==> src/rtl/pipe_stage_reg.sv <==
// Generic pipeline stage register: main + skid entry, valid/ready handshake, flush-to-bubble.
// Optional performance counters are built only when STAGE_PERF_CNT_EN is defined.
module pipe_stage_reg #(
  parameter int CTRL_W = 8,
  parameter int DATA_W = 96,
  parameter int CNT_W  = 16
) (
  input  logic              Clock,
  input  logic              Reset,
  input  logic              Flush,
  input  logic              In_Valid,
  output logic              In_Ready,
  input  logic [CTRL_W-1:0] In_Ctrl,
  input  logic [DATA_W-1:0] In_Data,
  output logic              Out_Valid,
  input  logic              Out_Ready,
  output logic [CTRL_W-1:0] Out_Ctrl,
  output logic [DATA_W-1:0] Out_Data,
  output logic [CNT_W-1:0]  StallCount,
  output logic [CNT_W-1:0]  BubbleCount
);

  // Handshake: a transfer happens on a rising Clock edge where valid and ready are both 1.
  // In_Ready and Out_Valid are decoded from the registered state only, so neither
  // depends combinationally on the opposite side of the stage.
  typedef enum logic [1:0] {
    ST_EMPTY = 2'd0,
    ST_ONE   = 2'd1,
    ST_FULL  = 2'd2
  } state_t;

  state_t              r_state;
  state_t              w_state_nxt;

  logic [CTRL_W-1:0]   r_main_ctrl;
  logic [DATA_W-1:0]   r_main_data;
  logic [CTRL_W-1:0]   r_skid_ctrl;
  logic [DATA_W-1:0]   r_skid_data;

  logic                w_acc;
  logic                w_rel;
  logic                w_load_main_in;
  logic                w_load_main_skid;
  logic                w_load_skid;

  assign Out_Valid = (r_state != ST_EMPTY);
  assign In_Ready  = (r_state != ST_FULL);
  assign w_acc     = In_Valid & In_Ready;
  assign w_rel     = Out_Valid & Out_Ready;

  // Bubbles must never leak control bits such as RegWrite or MemWrite downstream.
  assign Out_Ctrl  = Out_Valid ? r_main_ctrl : '0;
  assign Out_Data  = r_main_data;

  always_comb begin
    w_state_nxt      = r_state;
    w_load_main_in   = 1'b0;
    w_load_main_skid = 1'b0;
    w_load_skid      = 1'b0;
    case (r_state)
      ST_EMPTY: begin
        if (w_acc) begin
          w_state_nxt    = ST_ONE;
          w_load_main_in = 1'b1;
        end
      end
      ST_ONE: begin
        if (w_acc && !w_rel) begin
          w_state_nxt = ST_FULL;
          w_load_skid = 1'b1;
        end else if (!w_acc && w_rel) begin
          w_state_nxt = ST_EMPTY;
        end else if (w_acc && w_rel) begin
          w_load_main_in = 1'b1;
        end
      end
      ST_FULL: begin
        if (w_rel) begin
          w_state_nxt      = ST_ONE;
          w_load_main_skid = 1'b1;
        end
      end
      default: begin
        w_state_nxt = ST_EMPTY;
      end
    endcase
    // Flush squashes everything held and anything offered this cycle.
    if (Flush) begin
      w_state_nxt      = ST_EMPTY;
      w_load_main_in   = 1'b0;
      w_load_main_skid = 1'b0;
      w_load_skid      = 1'b0;
    end
  end

  always_ff @(posedge Clock) begin
    if (Reset) begin
      r_state     <= ST_EMPTY;
      r_main_ctrl <= '0;
      r_main_data <= '0;
      r_skid_ctrl <= '0;
      r_skid_data <= '0;
    end else begin
      r_state <= w_state_nxt;
      if (w_load_main_in) begin
        r_main_ctrl <= In_Ctrl;
        r_main_data <= In_Data;
      end else if (w_load_main_skid) begin
        r_main_ctrl <= r_skid_ctrl;
        r_main_data <= r_skid_data;
      end
      if (w_load_skid) begin
        r_skid_ctrl <= In_Ctrl;
        r_skid_data <= In_Data;
      end
    end
  end

`ifdef STAGE_PERF_CNT_EN
  // Saturating counters; only Reset clears them, Flush leaves them alone.
  localparam logic [CNT_W-1:0] CNT_MAX = '1;

  logic [CNT_W-1:0] r_stall_cnt;
  logic [CNT_W-1:0] r_bubble_cnt;

  always_ff @(posedge Clock) begin
    if (Reset) begin
      r_stall_cnt  <= '0;
      r_bubble_cnt <= '0;
    end else begin
      if (Out_Valid && !Out_Ready && (r_stall_cnt != CNT_MAX)) begin
        r_stall_cnt <= r_stall_cnt + 1'b1;
      end
      if (!Out_Valid && (r_bubble_cnt != CNT_MAX)) begin
        r_bubble_cnt <= r_bubble_cnt + 1'b1;
      end
    end
  end

  assign StallCount  = r_stall_cnt;
  assign BubbleCount = r_bubble_cnt;
`else
  assign StallCount  = '0;
  assign BubbleCount = '0;
`endif

endmodule

==> config.mk <==
export PLATFORM = sky130hd
export DESIGN_NAME = pipe_stage_reg
export DESIGN_NICKNAME = d
export VERILOG_FILES = /design/src/rtl/pipe_stage_reg.sv
export SDC_FILE = /design/constraint.sdc
export NUM_CORES = 1
export LEC_CHECK = 0
export CORE_ASPECT_RATIO = 1.75
export CORE_MARGIN = 10
export CORE_UTILIZATION = 40
export DETAILED_ROUTE_END_ITERATION = 8
export DONT_BUFFER_PORTS = 1
export PLACE_DENSITY = 0.58
export SLEW_MARGIN = 10
export SYNTH_ARGS = -nofsm -noshare
export SYNTH_HDL_FRONTEND = slang
export SYNTH_SLANG_ARGS = --single-unit
==> constraint.sdc <==
create_clock -name Clock -period 2.7 [get_ports Clock]
set_input_delay 0.54 -clock Clock [delete_from_list [all_inputs] [get_ports Clock]]
set_output_delay 0.54 -clock Clock [all_outputs]
set_load 0.02 [all_outputs]
==> qor.csv <==
stage,metric,value,unit
global_routing,total global-route track usage,17.77,%
sta,TNS Setup,0,ns
clock_network,hold_buf cts,0,
global_routing,vias in the first global route,6784,
synthesis,simple-gate share of the synthesized area,10.65,%
sta,worst slew pin tran,0.7848,ns
synthesis,mux cell area share after synthesis,0.4247,%
synthesis,synth top area cells,"dfxtp_1 48%, a21oi_1 12%, a32oi_1 10%",
floorplanning,die height,216.6,um
synthesis,post-synthesis compound-gate area fraction,31.19,%
global_routing,initial antenna violation count,0,
worst_setup_path,type of origin of the critical path,register,
floorplanning,Die ar.,28680,sq um
route,DR vias,7244,
route,Avg WL per Cell,22.08,um
pwr,P per Cell Area,720.3,nW/um^2
sta,Max-Slew Margin vs Limit,47.68,%
worst_hold_path,worst hold path type,in -> reg,
floorplanning,Die W,132.4,um
placed_design,IO Port Bufs,0,
worst_setup_path,WP buf/inv,2,
synthesis,post-synthesis xor/xnor area fraction,0,%
clock_network,"CTS clk-pin slew, worst paths",0.06,ns
clock_network,postcts setup bufs,0,
clock_network,CTS tree,built,
sta,Final Skew,0.007518,ns
worst_setup_path,R2R cell count,8,
sta,post-route clock period utilization,91.04,%
worst_setup_path,CP arrival,2.87,ns
floorplanning,Top Ports,247,
worst_setup_path,CP Data Required Time,3.11,ns
synthesis,synthesis-stage register bit count,210,
route,via/cell ratio,5.814,
worst_setup_path,crit-path max FO,54,
layout,Area Overhead vs Synth,7.942,%
synthesis,area fraction of the dominant cell type after synthesis,47.57,%
pwr,Design Power,6872,uW
worst_hold_path,hold depth,1,
sta,f_max,406.8,MHz
route,Iter 0 DRT Violations,524,
layout,multi-input combinational cell area,3939,sq um
synthesis,Cell variety after synth,29,
route,drt first pass iters,4,
sta,Final Hold Viols,0,
layout,ANT cells,0,
sta,RSZ-0062 raised after global routing,false,
clock_network,TritonCTS buffer count,21,
worst_setup_path,Worst path max stage delay,0.77,ns
floorplanning,cell row count,71,
synthesis,cell area after synthesis,8838,sq um
floorplanning,initial core utilization,40.78,%
synthesis,synthesized instance count,1017,
layout,# fillers,2148,
clock_network,PostCTS Resize Cnt,0,
outcome,status,finished clean,
global_routing,grt ovf,0,
synthesis,post-synthesis sequential area ratio,47.57,%
synthesis,main combinational cell family by area after synthesis,compound AO/OA/AOI/OAI gates,
clock_network,"Clk Latency, worst-skew pair",0.49,ns
pwr,VDD IR max,507.8,uV
pwr,Leak,0.002892,uW
layout,share of cells above drive strength 1,6.499,%
layout,Nets,1051,
placed_design,GP Congestion,0.7521,
layout,"commonest non-fill, non-tap cell in the layout",dfxtp_1,
worst_setup_path,Critical Path Sink Type,register,
sta,final setup vio count,0,
global_routing,largest net degree at the start of global routing,211,
worst_setup_path,"Cell Chain, Critical Path",nor2_1 > nor2b_1 > inv_1 > ha_1 > and4bb_4 > buf_12 > nand2_1 > a21oi_1,
route,Final ANT Viol Nets,0,
layout,Sequential cell area,4204,sq um
route,Residual DRC,0,
clock_network,Max H-tree Level,1,
clock_network,CTS Sinks,210,
synthesis,Synth Area in Adders,0.2831,%
flow_run,maxcap violations,0,
placed_design,Final HPWL DP,16.30,mm
global_routing,first-pass GRT wire length,41.87,mm
layout,most frequent cells in the layout,"210 x dfxtp_1, 208 x a21oi_1, 208 x nand2_1",
clock_network,Max clock buf depth,3,
synthesis,Synth warnings,0,
sta,crit path time final,2.458,ns
clock_network,Root Buffer,clkbuf_16,
synthesis,Mapped Avg Cell Area,8.691,sq um
worst_setup_path,Levels on crit path,8,
worst_setup_path,CP Class,reg -> reg,
worst_setup_path,Crit path max-delay family,simple AND/OR/NAND/NOR gates,
worst_setup_path,Worst path slowest cell,and4bb_4,
synthesis,top cell type by total area after synthesis,dfxtp_1,
route,Routed WL,27.51,mm
floorplanning,Core Area,21680,sq um
sta,final number of max-transition violations,0,
-- power breakdown --
group	leakage [uW]	switching (uW)	total, uW	internal [uW]
Sequential	0.00170	157	3350	3190
Clock	0.000365	1240	3100	1860
Combinational	0.000822	278	421	143
Total	0.00289	1670	6870	5200
-- registers in the layout (all words and copies together), names as in the netlist --
| signal | flops |
|---|---|
| Out_Data | 96 |
| r_main_ctrl | 8 |
| r_skid_ctrl | 8 |
| r_skid_data | 96 |
| r_state | 2 |
-- final timing paths --
kind | start | end | slack [ns]
worst max-delay path | r_state[1] | r_skid_ctrl[3] | 0.24
worst min register to register | r_skid_data[47] | r_skid_data[47] | 0.45
worst max register to register | r_state[1] | r_skid_ctrl[3] | 0.24
worst min-delay path | Flush | r_state[1] | 0.12
-- cell families after synthesis --
family	Yosys count
multiplexers	2
flip-flops	210
AND/OR/NAND/NOR	231
adder cells (fa/ha/maj)	2
AO/OA/AOI/OAI	419
other	1
buffers and inverters	152
-- layout make-up --
type | instances | share of cell area (%)
clock buffers | 28 | 6.308
clock inverters | 9 | 1.364
inverters | 2 | 0.07869
multi-input cells | 686 | 41.29
flip-flops and latches | 210 | 44.07
well taps | 292 | 3.830
repair buffers | 19 | 3.069
-- per-layer routing --
layer / vias up / track usage [%] / part of all wire, %
met2: 266 / 31.65 / 53
met5: - / 0 / 0
li1: 3494 / - / -
met3: 35 / 5.836 / 9.0
met1: 3449 / 19.40 / 36
met4: 0 / 5.633 / 2.5
-- Yosys cell counts --
cell and number:
nand4bb_1 2, o22a_1 1, dfxtp_1 210, buf_2 51, nand2_1 208, conb_1 1, nand3_1 1, buf_4 41
buf_6 11, mux2_4 1, clkbuf_1 47, nor2b_1 9, nor3_1 1, nor2_2 1, and4bb_2 1, nor4bb_1 1
or2_1 1, nand3b_1 1, mux2i_4 1, a21o_1 1, inv_1 2, o211ai_1 104, a211oi_1 1, a32oi_1 104
nor2_1 1, a21oi_1 208, ha_1 2, nand2b_1 3, and2_1 1
-- metrics by stage --
stage | setup slack [ns] | hold WS, ns | utilization [%] | cell area (sq um) | instances
final | 0.2419 | 0.1206 | 44.01 | 9540 | 1246
after global routing | 0.03019 | 0.09386 | 44.01 | 9540 | 1246
after detailed placement | 0.2665 | 0.4408 | 40.64 | 8808 | 1209
after global placement | 0.2792 | 0.4361 | 40.64 | 8808 | 1209
after floorplan | 0.5701 | 0.4360 | - | 8955 | 1048
after CTS | 0.2295 | 0.09242 | 44.01 | 9540 | 1246
No activity file was read; power rests on OpenSTA's default activity.
